$ cat src/rtl/rr_sel4_if.sv
// rtl/rr_sel4_if.sv - request/grant/handshake bundle between requesters, rr_sel4 and the downstream stage
`timescale 1ns/1ps

interface rr_sel4_if #(
    parameter int CNT_W = 8
);
    logic [3:0]       req;
    logic             out_ready;
    logic [1:0]       sel;
    logic [3:0]       gnt;
    logic             out_valid;
    logic [3:0]       done;
    logic [CNT_W-1:0] xfer_cnt;

    modport master (
        input  req, out_ready,
        output sel, gnt, out_valid, done, xfer_cnt
    );

    modport slave (
        output req, out_ready,
        input  sel, gnt, out_valid, done, xfer_cnt
    );
endinterface

$ cat src/rtl/rr_sel4.sv
// rtl/rr_sel4.sv - round-robin select sequencer driving a 4-to-1 mux select with a valid/ready output handshake
`timescale 1ns/1ps

module rr_sel4 #(
    parameter int CNT_W = 8
) (
    input  logic      clk,
    input  logic      rst,
    rr_sel4_if.master bus
);
    typedef enum logic {IDLE, GRANT} stateT;

    stateT            state;
    logic [1:0]       ptr;
    logic [1:0]       selReg;
    logic [3:0]       gntReg;
    logic             outValid;
    logic [CNT_W-1:0] cnt;

    logic             pickValid;
    logic [1:0]       pickIdx;
    logic [1:0]       scanIdx;

    // Scan from the farthest slot back to ptr so the nearest requester wins.
    always_comb begin
        pickValid = 1'b0;
        pickIdx   = ptr;
        scanIdx   = ptr;
        for (int k = 3; k >= 0; k--) begin
            scanIdx = ptr + 2'(k);
            if (bus.req[scanIdx]) begin
                pickValid = 1'b1;
                pickIdx   = scanIdx;
            end
        end
    end

    always_ff @(posedge clk) begin
        if (rst) begin
            state    <= IDLE;
            ptr      <= 2'd0;
            selReg   <= 2'd0;
            gntReg   <= 4'd0;
            outValid <= 1'b0;
            cnt      <= '0;
        end else begin
            case (state)
                IDLE: begin
                    if (pickValid) begin
                        selReg   <= pickIdx;
                        gntReg   <= 4'b0001 << pickIdx;
                        outValid <= 1'b1;
                        state    <= GRANT;
                    end
                end
                GRANT: begin
                    // Grant is frozen until the consumer takes it; req is ignored here.
                    if (bus.out_ready) begin
                        state    <= IDLE;
                        outValid <= 1'b0;
                        gntReg   <= 4'd0;
                        ptr      <= selReg + 2'd1;
                        cnt      <= cnt + CNT_W'(1);
                    end
                end
            endcase
        end
    end

    assign bus.sel       = selReg;
    assign bus.gnt       = gntReg;
    assign bus.out_valid = outValid;
    assign bus.done      = gntReg & {4{outValid & bus.out_ready}};
    assign bus.xfer_cnt  = cnt;
endmodule

$ cat src/flat_wrapper.sv
// flat-port wrapper written by rule: the top's interface ports become plain ports
module rr_sel4_flat 
#(
    parameter int CNT_W = 8
)
  (clk, rst, bus_req, bus_out_ready, bus_sel, bus_gnt, bus_out_valid, bus_done, bus_xfer_cnt);
  rr_sel4_if #(.CNT_W(CNT_W)) bus_i ();
  input  logic clk;
  input  logic rst;
  input wire logic [$bits(bus_i.req)-1:0] bus_req;
  input wire logic [$bits(bus_i.out_ready)-1:0] bus_out_ready;
  output wire logic [$bits(bus_i.sel)-1:0] bus_sel;
  output wire logic [$bits(bus_i.gnt)-1:0] bus_gnt;
  output wire logic [$bits(bus_i.out_valid)-1:0] bus_out_valid;
  output wire logic [$bits(bus_i.done)-1:0] bus_done;
  output wire logic [$bits(bus_i.xfer_cnt)-1:0] bus_xfer_cnt;
  assign bus_i.req = bus_req;
  assign bus_i.out_ready = bus_out_ready;
  assign bus_sel = bus_i.sel;
  assign bus_gnt = bus_i.gnt;
  assign bus_out_valid = bus_i.out_valid;
  assign bus_done = bus_i.done;
  assign bus_xfer_cnt = bus_i.xfer_cnt;
  rr_sel4 #(.CNT_W(CNT_W)) u_core (.clk(clk), .rst(rst), .bus(bus_i));
endmodule
$ cat config.mk
export PLATFORM = sky130hd
export DESIGN_NAME = rr_sel4_flat
export DESIGN_NICKNAME = d
export VERILOG_FILES = /design/src/rtl/rr_sel4_if.sv /design/src/rtl/rr_sel4.sv /design/src/flat_wrapper.sv
export SDC_FILE = /design/constraint.sdc
export NUM_CORES = 1
export LEC_CHECK = 0
export CELL_PAD_IN_SITES_DETAIL_PLACEMENT = 0
export CELL_PAD_IN_SITES_GLOBAL_PLACEMENT = 1
export CORE_AREA = 3 3 56 58
export DETAILED_ROUTE_END_ITERATION = 6
export DIE_AREA = 0 0 59 61
export PLACE_DENSITY_LB_ADDON = 0.1
export SETUP_SLACK_MARGIN = 0.2
export SLEW_MARGIN = 25
export SYNTH_ARGS = -nofsm -noshare
export SYNTH_HDL_FRONTEND = slang
export SYNTH_SLANG_ARGS = --single-unit
$ cat constraint.sdc
create_clock -name clk -period 2 [get_ports clk]
set_clock_uncertainty 0.05 [all_clocks]
set_input_delay 0.6 -clock clk [delete_from_list [all_inputs] [get_ports clk]]
set_output_delay 0.6 -clock clk [all_outputs]
set_load 0.02 [all_outputs]
# [Word-level counts from Yosys, hierarchy flattened]
# Index checks and enable logic that the tools add are counted.
[word_totals] regBits=18 out_inout_bits=19 word_cells=49
[op_classes] n_addsub=5 n_lt_le_gt_ge=4 eq_ne=2 shift=1 n_mux=25 bitwise_logic=3 reduce_logical=3
[op_table] cell="2-bit by 3-bit less-than comparator with 1-bit output (second input constant)" count=4
[op_table] cell="1-bit two-way mux" count=12
[op_table] cell="8-bit by 1-bit adder with 8-bit output (second input constant)" count=1
[op_table] cell="1-bit binary-select mux with 2-bit select" count=4
[op_table] cell="2-bit two-way mux" count=4
[op_table] cell="4-bit two-way mux" count=2
[op_table] cell="4-bit case mux with 2 select lines" count=1
[op_table] cell="2-bit AND reduction" count=3
[op_table] cell="2-bit by 1-bit adder with 2-bit output (second input constant)" count=2
[op_table] cell="2-bit adder (second input constant)" count=2
[op_table] cell="4-bit bitwise AND" count=1
[op_table] cell="1-bit case mux with 2 select lines" count=2
[op_table] cell="1-bit by 2-bit << shifter with 4-bit output (first input constant)" count=1
[op_table] cell="2-bit by 1-bit != test with 1-bit output (second input constant)" count=1
[op_table] cell="2-bit != test (second input constant)" count=1
[op_table] cell="1-bit bitwise AND" count=1
[op_table] cell="1-bit inverter" count=1

# [Longest topological paths before layout]
[depth] depth_word=10 depth_mapped=6 mapped_depth_nobuf=5

# [Worst setup path before layout]
# Ideal clock, no wire load.
[synth_path] kind="input -> register" startpoint="input bus_req[3]" endpoint="register u_core.gntReg[1] (netlist: u_core.bus.gnt[1])" setup_ps=128 t_arrival_ps=1568 slack_ps=255 stages=5 path_buffers=0 cell_sequence="or4_4 > nand2b_2 > nor3b_1 > a22oi_1 > nor2_1"
[synth_between] elab_chain_len=9
[synth_lines] item="start: declaration" line_no="flat_wrapper.sv:10" source="input wire logic [$bits(bus_i.req)-1:0] bus_req;"
[synth_lines] item="1-bit binary-select mux with 2-bit select" line_no="rr_sel4.sv:31" source="if (bus.req[scanIdx]) begin"
[synth_lines] item="1-bit two-way mux (implied by the code)" line_no="rr_sel4.sv:31"
[synth_lines] item="2-bit two-way mux (4 in series)" line_no="rr_sel4.sv:31"
[synth_lines] item="1-bit by 2-bit << shifter with 4-bit output" line_no="rr_sel4.sv:51" source="gntReg <= 4'b0001 << pickIdx;"
[synth_lines] item="4-bit two-way mux" line_no="rr_sel4.sv:49" source="if (pickValid) begin"
[synth_lines] item="4-bit case mux with 2 select lines" line_no="rr_sel4.sv:47" source="case (state)"
[synth_lines] item="end signal: assignment" line_no="rr_sel4.sv:51"
[synth_lines] item="end: declaration" line_no="rr_sel4.sv:16" source="logic [3:0] gntReg;"
# Parallel ways exist; a longest one is shown, timed or not. The select of a mux whose other input is x is not followed.
# A chain may end at the register's enable or synchronous reset.

# [Final worst setup path]
[layout_path] startpoint="input bus_req[1]" endpoint="register u_core.gntReg[3] (netlist: u_core.bus.gnt[3])"
# The elaborated chain is that of the path after synthesis.

==> flow_metrics.tcl <==
set metrics [dict create \
    worstMarginPinSlew_ps 334 \
    num_antenna_cells 0 \
    place_area_um2 1170 \
    core_um2 2710 \
    power_uw 771 \
    synth_cells 99 \
    synthMuxAreaShare_pct 1.20 \
    antenna_found_initial 0 \
    yosysUniqueCellTypes 30 \
    wl_per_cell_um 12.2 \
    cts_tree "done" \
    post_cts_buffers 0 \
    synth_top_area_share_pct 43.1 \
    dp_slack_ps -565 \
    wl_met3_um 88 \
    synth_compound_area_share_pct 13.9 \
    cts_htree_levels 1 \
    drv_slew 0 \
    synth_warnings 0 \
    wirelength_um 2000 \
    crit_fanout 4 \
    worst_setup_path_start_kind "input pin" \
    yosysMostFrequentCell "dfxtp_1" \
    ant_nets 0 \
    cts.sinks 18 \
    drt_iter0_drc 29 \
    peakVddDrop_uv 521 \
    die_w_um 59 \
    area_growth_pct 42.2 \
    final.setup.worst_slack_ps 244 \
    slew_headroom_pct 77.7 \
    fin_crit_sh_pct 87.8 \
    maxCapViolCount 0 \
    drt-pass1-iter-count 6 \
    rows 19 \
    ys_ff_latch 18 \
    overflow 0 \
    top_layer "met4" \
    critPathKind "input pin to register" \
    min_period_ps 1760 \
    grt_usage_pct 12.2 \
    synth_area_leaders "dfxtp_1 (43%), nor2_1 (5.8%), a21oi_1 (4.2%)" \
    hold_class "register to register" \
    dp_cells 160 \
    end_kind "register" \
    ys_seq_area_share_pct 43.1 \
    yosys.area.top_type "dfxtp_1" \
    timing.hold.ws_ps 430 \
    rsz0062_at_grt "no" \
    required_ps 2160 \
    met1_length_um 968 \
    gp_congestion 0.799 \
    fillers 291 \
    setup_viol 0 \
    grt_max_degree 19 \
    crit_slowest_cell "or4_4" \
    status "complete, no violations" \
    synth_ff_type "dfxtp_1" \
    synth_edf_count 0 \
    final_cells 164 \
    io_pins 26 \
    fmax_mhz 569 \
    grt_pass1_vias 784 \
    cellPowerDensity_nw_per_um2 649 \
    synth_top_family_by_area "simple AND/OR/NAND/NOR gates" \
    clk_latency_ps 290 \
    holdBufCountCts 0 \
    clockRootBuffer "clkbuf_4" \
    clk_pin_slew_ps 110 \
    crit_chain "dlygate4sd2_1 > or4_4 > nand2b_2 > buf_4 > nor2_1 > nor4_2" \
    synth-simple-area-share_pct 30.7 \
    final_area_um2 1190 \
    initial_core_util_pct 30.8 \
    finish.utilization_pct 43.9 \
    vias_per_cell 4.96 \
    finalHoldViolations 0 \
    syn_area_um2 836 \
    dieArea_um2 3600 \
    numPortBuffers 25 \
    drc 0 \
    die_y_um 61 \
    p_leak_nw 0.550 \
    cts_buffers 3 \
    synth_common_cells "dfxtp_1 (18), nor2_1 (13), nand2_1 (9)" \
    place_hpwl_um 1480 \
    drive_gt1_share_pct 19.5 \
    grt_pass1_wl_um 3350 \
    setup-tns-final_ps 0 \
    cts.path.max_buffers 2 \
    vias 814 \
    wl_met2_um 924 \
    syn_nets 107 \
    cpPeakStageDelay_ps 580 \
    avgSynthCellArea_um2 8.44 \
    synthArstFlopShare_pct 0 \
    synth_xor_xnor_area_share_pct 6.29 \
    fin_nets 142 \
    synth_adder_area_share_pct 1.50 \
    crit_arrival_ps 1920 \
]
[critical path: cells and delay by family]
| kind | cells | cell delay, ps |
|---|---|---|
| buffers and inverters | 2 | 400 |
| AND/OR/NAND/NOR | 4 | 910 |
[per-layer routing]
metal	global-route usage [%]	vias up
met4	3.88	0
met5	0	-
met1	14.1	379
li1	-	419
met2	21.6	14
met3	3.83	2
[sequential cells by signal (all words and copies together), names as in the netlist]
signal,flops
u_core.bus.gnt,4
u_core.ptr,2
u_core.bus.sel,2
u_core.bus.out_valid,1
u_core.bus.xfer_cnt,8
u_core.state,1
[layout by cell type (no fill, tap or decap), types with 4 or more instances in the layout]
| cell | n |
|---|---|
| a21oi_1 | 7 |
| and3_1 | 4 |
| buf_2 | 4 |
| buf_4 | 9 |
| dfxtp_1 | 17 |
| dlygate4sd2_1 | 18 |
| inv_1 | 4 |
| nand2_1 | 9 |
| nor2_1 | 13 |
| nor3_1 | 4 |
| xor2_1 | 4 |
[worst paths after layout]
| check | end | depth (start not counted) | slack (ps) | startpoint |
|---|---|---|---|---|
| hold reg to reg | u_core.bus.gnt[0] | 2 | 430 | u_core.bus.gnt[0] |
| setup / recovery | u_core.bus.gnt[3] | 6 | 240 | bus_req[1] |
| setup reg to reg | u_core.bus.gnt[2] | 5 | 430 | u_core.ptr[1] |
| hold / removal | u_core.bus.gnt[0] | 2 | 430 | u_core.bus.gnt[0] |
[power by group]
| group | switching, mW | internal [mW] | leakage (nW) | total, mW |
|---|---|---|---|---|
| Sequential | 0.0192 | 0.377 | 0.148 | 0.396 |
| Clock | 0.114 | 0.111 | 0.0210 | 0.225 |
| Combinational | 0.0808 | 0.0693 | 0.381 | 0.150 |
[final cells by class]
cell class / count / area, um^2 / share of cell area [%]
inverters: 4 / 15.0 / 1.26
clock buffers: 4 / 36.3 / 3.05
multi-input cells: 74 / 477 / 40.1
flip-flops and latches: 18 / 362 / 30.4
well taps: 31 / 38.8 / 3.26
repair buffers: 33 / 260 / 21.9
[kinds of logic (layout without fill, tap and decap cells)]
| group | Yosys count | count (layout) |
|---|---|---|
| xor gates and xnor gates | 6 | 6 |
| DFF | 18 | 18 |
| buffers and inverters | 7 | 41 |
| adders and majority gates | 1 | 1 |
| muxes | 1 | 1 |
| and+or+nand+nor | 48 | 48 |
| AOI/OAI and AO/OA | 18 | 18 |
[timing repair]
item | 4_1_cts | 5_1_grt
hold endpoints to repair | 0 | 0
resized for setup | 40 | 7
pin swaps | 3 | 1
endpoints found under the setup margin | 31 | 6
(Power assumes the default switching activity.)
==> edit 1: new RTL, same settings <==
`CNT_W` is set to 8 in 3 places; all go to 6.
--- a/src/rtl/rr_sel4_if.sv
+++ b/src/rtl/rr_sel4_if.sv
@@ -2,7 +2,7 @@
 `timescale 1ns/1ps
 
 interface rr_sel4_if #(
-    parameter int CNT_W = 8
+    parameter int CNT_W = 6
 );
     logic [3:0]       req;
     logic             out_ready;
--- a/src/rtl/rr_sel4.sv
+++ b/src/rtl/rr_sel4.sv
@@ -2,7 +2,7 @@
 `timescale 1ns/1ps
 
 module rr_sel4 #(
-    parameter int CNT_W = 8
+    parameter int CNT_W = 6
 ) (
     input  logic      clk,
     input  logic      rst,
--- a/src/flat_wrapper.sv
+++ b/src/flat_wrapper.sv
@@ -1,7 +1,7 @@
 // flat-port wrapper written by rule: the top's interface ports become plain ports
 module rr_sel4_flat 
 #(
-    parameter int CNT_W = 8
+    parameter int CNT_W = 6
 )
   (clk, rst, bus_req, bus_out_ready, bus_sel, bus_gnt, bus_out_valid, bus_done, bus_xfer_cnt);
   rr_sel4_if #(.CNT_W(CNT_W)) bus_i ();
Ports: changed (resized bus_xfer_cnt); port bits go from 26 to 24. No check against the original RTL was run, so the function may have changed too.
==> edit 1 against the original RTL <==
  * Cell area down 8.3%
  * Synthesized area fell by 12%
  * Total power fell by 8.0%
  * Sequential power fell by 11%
  * Hold slack better by 0.0032 ns
  * Register-to-register slack better by 0.14 ns
  * First-iteration DRC count is 48% lower
  * Die area unchanged
  * Worst setup slack improved by 0.042 ns
  * Wire length is 10% lower
  * Sequential cell count is 2 lower
  * Combinational power fell by 3%
  * Critical path type is now reg -> out
  * Critical endpoint is now bus_out_valid
  * Highest routed layer unchanged
==> edit 1: results (changes against the original RTL) <==
- Gp weighted congestion: 0.666 (-17%)
- Tot GR Track Use: 10.9% (-1.3 points)
- Number of global-route vias before repair: 633 (-19%)
- Total number of vias: 727 (-11%)
- Met1 Routed Length: 872 um (-9.9%)
- Drt total wl: 1800 um (-10%)
- Top Layer Used: met4
- # port buffers: 23 (-8.0%)
- Top post-synthesis cells by count: dfxtp_1 (16), nor2_1 (10), nand2_1 (8)
- Post-synth cell types: 27 (-10%)
- Crit path max-delay family: flip-flops
- Slew HR: 80.0% (+2.3 points)
- Syn_area_per_cell: 8.36 sq um (-0.97%)
- Leakage: 0.516 nW (-6.3%)
- Via/cell ratio: 4.72 (-4.9%)
- CTS root buf: clkbuf_4
- Outcome: finished, final reports clean
- Worst path max stage delay: 0.42 ns (-0.16 ns)
- Sequential area share after synthesis: 43.5% (+0.42 points)
- Peak supply drop: 0.505 mV (-3.2%)
- Hold wc startpoint: u_core.bus.gnt[1]
- CP Max Fanout: 6 (+2)
- Drt first pass iters: 4 (-2)
- Slowest cell on crit path: dfxtp_1
- HPWL Detailed: 1400 um (-5.8%)
- Initial antenna violation count: 0 (unchanged)
- DP Cell Count: 150 (-6.3%)
- Net count reported at finish: 132 (-7.0%)
- First-pass GRT wire length: 2880 um (-14%)
- CP Launch Point: u_core.bus.out_valid
- Largest net degree at the start of global routing: 17 (-2)
- Fillers: 306 (+5.2%)
- Net Count, Synth: 96 (-10%)
- Placed cell area: 1080 sq um (-8.1%)
- Fraction of layout cells with a size suffix above 1: 21.1% (+1.6 points)
- First DRT Iteration DRCs: 15 (-48%)
- RR Startpoint: u_core.ptr[0]
edit 1: cell count changes in the layout (fill, tap and decap cells not counted), sizes merged, moves of 2 or more:
cell         before  now
dlygate4sd2      18   16
nor2             13   10
nand2b            2    0
o31ai             0    2
nand3             1    5
nand3b            0    3
dfxtp            18   16
nor3              4    1
o22ai             3    0
or3               3    1
inv               4    2
buf              13   17
edit 1: logic make-up (layout without fill, tap and decap cells):
kind of cell             Yosys count  count (layout)  share of synthesized area, %
AO/OA/AOI/OAI                     17              17                          15.0
XOR/XNOR                           6               6                          7.14
adder cells (fa/ha/maj)            1               1                          1.70
buffers and inverters              6              41                          3.40
flip-flops                        16              16                          43.5
AND/OR/NAND/NOR                   42              42                          29.3
edit 1: metrics by stage:
step | worst slack (ns) | power, mW | hold slack (ns) | util (%)
2_1_floorplan | 0.395 | 0.435 | 0.414 | -
6_report | 0.285 | 0.710 | 0.434 | 40.2
3_3_place_gp | -0.522 | 0.515 | 0.422 | 39.8
5_1_grt | 0.202 | 0.760 | 0.466 | 40.2
3_5_place_dp | -0.553 | 0.517 | 0.425 | 39.8
4_1_cts | 0.210 | 0.720 | 0.441 | 39.8
edit 1: where the power goes:
part           internal, mW  total [mW]  leakage [nW]  switching, mW
Combinational        0.0697       0.145         0.364         0.0750
Sequential            0.336       0.352         0.131         0.0159
Clock                 0.111       0.213        0.0210          0.103
edit 1: cell type report:
cell class                      count  area share (%)
Sequential cell                    16            29.4
Inverter                            2           0.689
Timing Repair Buffer               35            25.9
Multi-Input combinational cell     66            37.1
Clock buffer                        4            3.33
Tap cell                           31            3.56
edit 1: layer usage:
metal	global-route usage, %	vias up
li1	-	378
met1	15.1	328
met2	15.6	19
met3	4.47	2
met4	2.91	0
met5	0	-
edit 1: path summary, 6_finish.rpt:
kind | to | slack, ns
worst max-delay path | bus_out_valid | 0.29
worst min-delay path | u_core.bus.gnt[1] | 0.43
worst max register to register | u_core.bus.gnt[0] | 0.57
worst min register to register | u_core.bus.gnt[1] | 0.43
edit 1: timing repair:
action | in CTS | in global routing
hold buffers | 0 | 0
resized for setup | 37 | 6
hold endpoints to repair | 0 | 0
setup endpoints to repair | 22 | 8
edit 1: tightest hold or removal path: stages (launching register included):
cell and delay, ns:
dfxtp_1 0.33, nand3_1 0.06, a21oi_1 0.06
==> edit 2: new RTL, same settings <==
Made on the original files. Reset style: asynchronous (`rst`), changed in one clocked block.
--- a/src/rtl/rr_sel4.sv
+++ b/src/rtl/rr_sel4.sv
@@ -35,7 +35,7 @@
         end
     end
 
-    always_ff @(posedge clk) begin
+    always_ff @(posedge clk or posedge rst) begin
         if (rst) begin
             state    <= IDLE;
             ptr      <= 2'd0;
Check against the original RTL: differs if rst is asserted again (counterexample within 4 cycles, from zero or initial values and one cycle with rst high); with rst held inactive, the same outputs for 10 cycles.
==> edit 2 against the original RTL <==
  * Worst setup slack got worse by 0.0059 ns
  * Wire length fell by 4.9%
  * Sequential share of layout area rose by 4.7 points
  * Synthesized area rose by 2.5%
  * Sequential cell count did not move
  * Cell area rose by 8.2%
  * Largest cell class is now sequential cells
  * Global-route usage barely moved
Power is not compared: it rests on default switching activity, and its combinational part moved more than twofold at a synthesized area within 25%.
==> edit 2: results (changes against the original RTL) <==
- Tot GR Track Use: 12.2% (-0.035 points)
- Ys flop type: dfrtp_1
- Fillers: 284 (-2.4%)
- Net Count, Synth: 93 (-13%)
- Clock Tree Buf Depth: 2 (unchanged)
- Grt met3 use: 2.77% (-1.1 points)
- Max reg flops: 8 (unchanged)
- Post-synth cell types: 28 (-6.7%)
- Top post-synthesis cells by count: dfrtp_1 (18), nand2_1 (12), nor2_1 (9)
- First-pass GRT wire length: 3260 um (-2.7%)
- Slew @ Worst Pin: 0.275 ns (-0.0591 ns)
- Initial antenna violation count: 0 (unchanged)
- Leakage: 0.676 nW
- Worst hold path class: reg -> reg
- Antenna violation net count after detailed routing: 0 (unchanged)
- Drt first pass iters: 4 (-2)
- RR Startpoint: u_core.ptr[1]
- Outcome: finished, final reports clean
- FF-to-FF setup slack: 0.39 ns (-0.04 ns)
- Number of global-route vias before repair: 727 (-7.3%)
- Fraction of layout cells with a size suffix above 1: 26.9% (+7.4 points)
- Total number of vias: 763 (-6.3%)
- CP Data Arrival Time: 1.91 ns
- H-tree Lvls: 1 (unchanged)
- DP Cell Count: 157 (-1.9%)
- Hold path depth: 1 (-1)
- CP Max Fanout: 5 (+1)
- Clock transition at the registers of the reported paths: 0.11 ns (about the same)
- Drt wl/cell: 11.8 um (-3.1%)
- GR Util met2: 18.8% (-2.8 points)
- Gp weighted congestion: 0.725 (-9.3%)
- Gate Count Post-Synth: 85 (-14%)
- FF-to-FF path depth: 4 (-1)
- First DRT Iteration DRCs: 14 (-52%)
- Fin cells: 161 (-1.8%)
- Reg2reg end: u_core.bus.gnt[1]
- Worst Hold End: u_core.bus.xfer_cnt[7]
- Post-CTS Repair Setup Buffers: 0 (unchanged)
- Final hold slack: 0.427 ns (-0.00328 ns)
- Net count reported at finish: 139 (-2.1%)
- Post-synth ARST share: 100% (+100 points)
- CTS Buf Count: 3 (unchanged)
- Hold wc startpoint: u_core.bus.xfer_cnt[7]
- Sequential area share after synthesis: 52.6% (+9.4 points)
- HPWL Detailed: 1500 um (+1.2%)
- CP Launch Point: bus_req[3]
- Largest net degree at the start of global routing: 19 (unchanged)
- Ant. Diodes: 0 (unchanged)
- Area contributors post-synth: dfrtp_1 (53%), nand2_1 (5.3%), xnor2_1 (4.1%)
- Grt met1 use: 15.9% (+1.8 points)
## edit 2: worst max-delay path, stage by stage
cell,delay [ns]
dlygate4sd2_1,0.28
and3b_1,0.19
or4_4,0.49
and3_4,0.17
a22o_1,0.17
## edit 2: worst max-delay path by stage
stage	end	slack (ns)	cells past startpoint
finish	u_core.bus.gnt[1]	0.24	5
global route	bus_xfer_cnt[5]	0.21	1
CTS	bus_done[1]	0.12	3
detailed placement	bus_done[1]	-0.54	3
global placement	bus_done[1]	-0.52	3
floorplan	u_core.bus.gnt[1]	0.26	4
## edit 2: area by class of cell
class                           count  share of cell area (%)
Timing Repair Buffer               41                    25.7
Multi-Input combinational cell     65                    32.8
Clock buffer                        4                    2.82
Sequential cell                    18                    35.1
Tap cell                           31                    3.02
Inverter                            2                   0.584
## edit 2: power by group
part / total [mW] / switching (mW) / internal [mW]
logic: 0.570 / 0.303 / 0.267
registers: 0.599 / 0.121 / 0.478
clock network: 0.225 / 0.114 / 0.111
total: 1.39 / 0.538 / 0.856
## edit 2: routing by layer
metal / vias up / wire (um)
met3: 2 / 120
met5: - / 0
met1: 351 / 871
li1: 390 / -
met2: 20 / 888
met4: 0 / 20
## edit 2: cell families after synthesis
logic type      count (synthesis)  synth area share, %
compound gates                 14                 10.9
flops                          18                 52.6
fa+ha+maj                       1                 1.46
mux                             2                 2.48
buf+inv                         2                0.876
simple gates                   40                 23.5
xor+xnor                        8                 8.17
## edit 2: through the flow
stage,area (sq um),setup slack [ns]
3_5_place_dp,1270,-0.539
5_1_grt,1290,0.205
4_1_cts,1280,0.116
6_report,1290,0.238
3_3_place_gp,1270,-0.519
2_1_floorplan,857,0.263
## edit 2: what timing repair did
action                     CTS  global route
pin swaps                    0             1
resized for setup           40             9
setup endpoints to repair   25            10
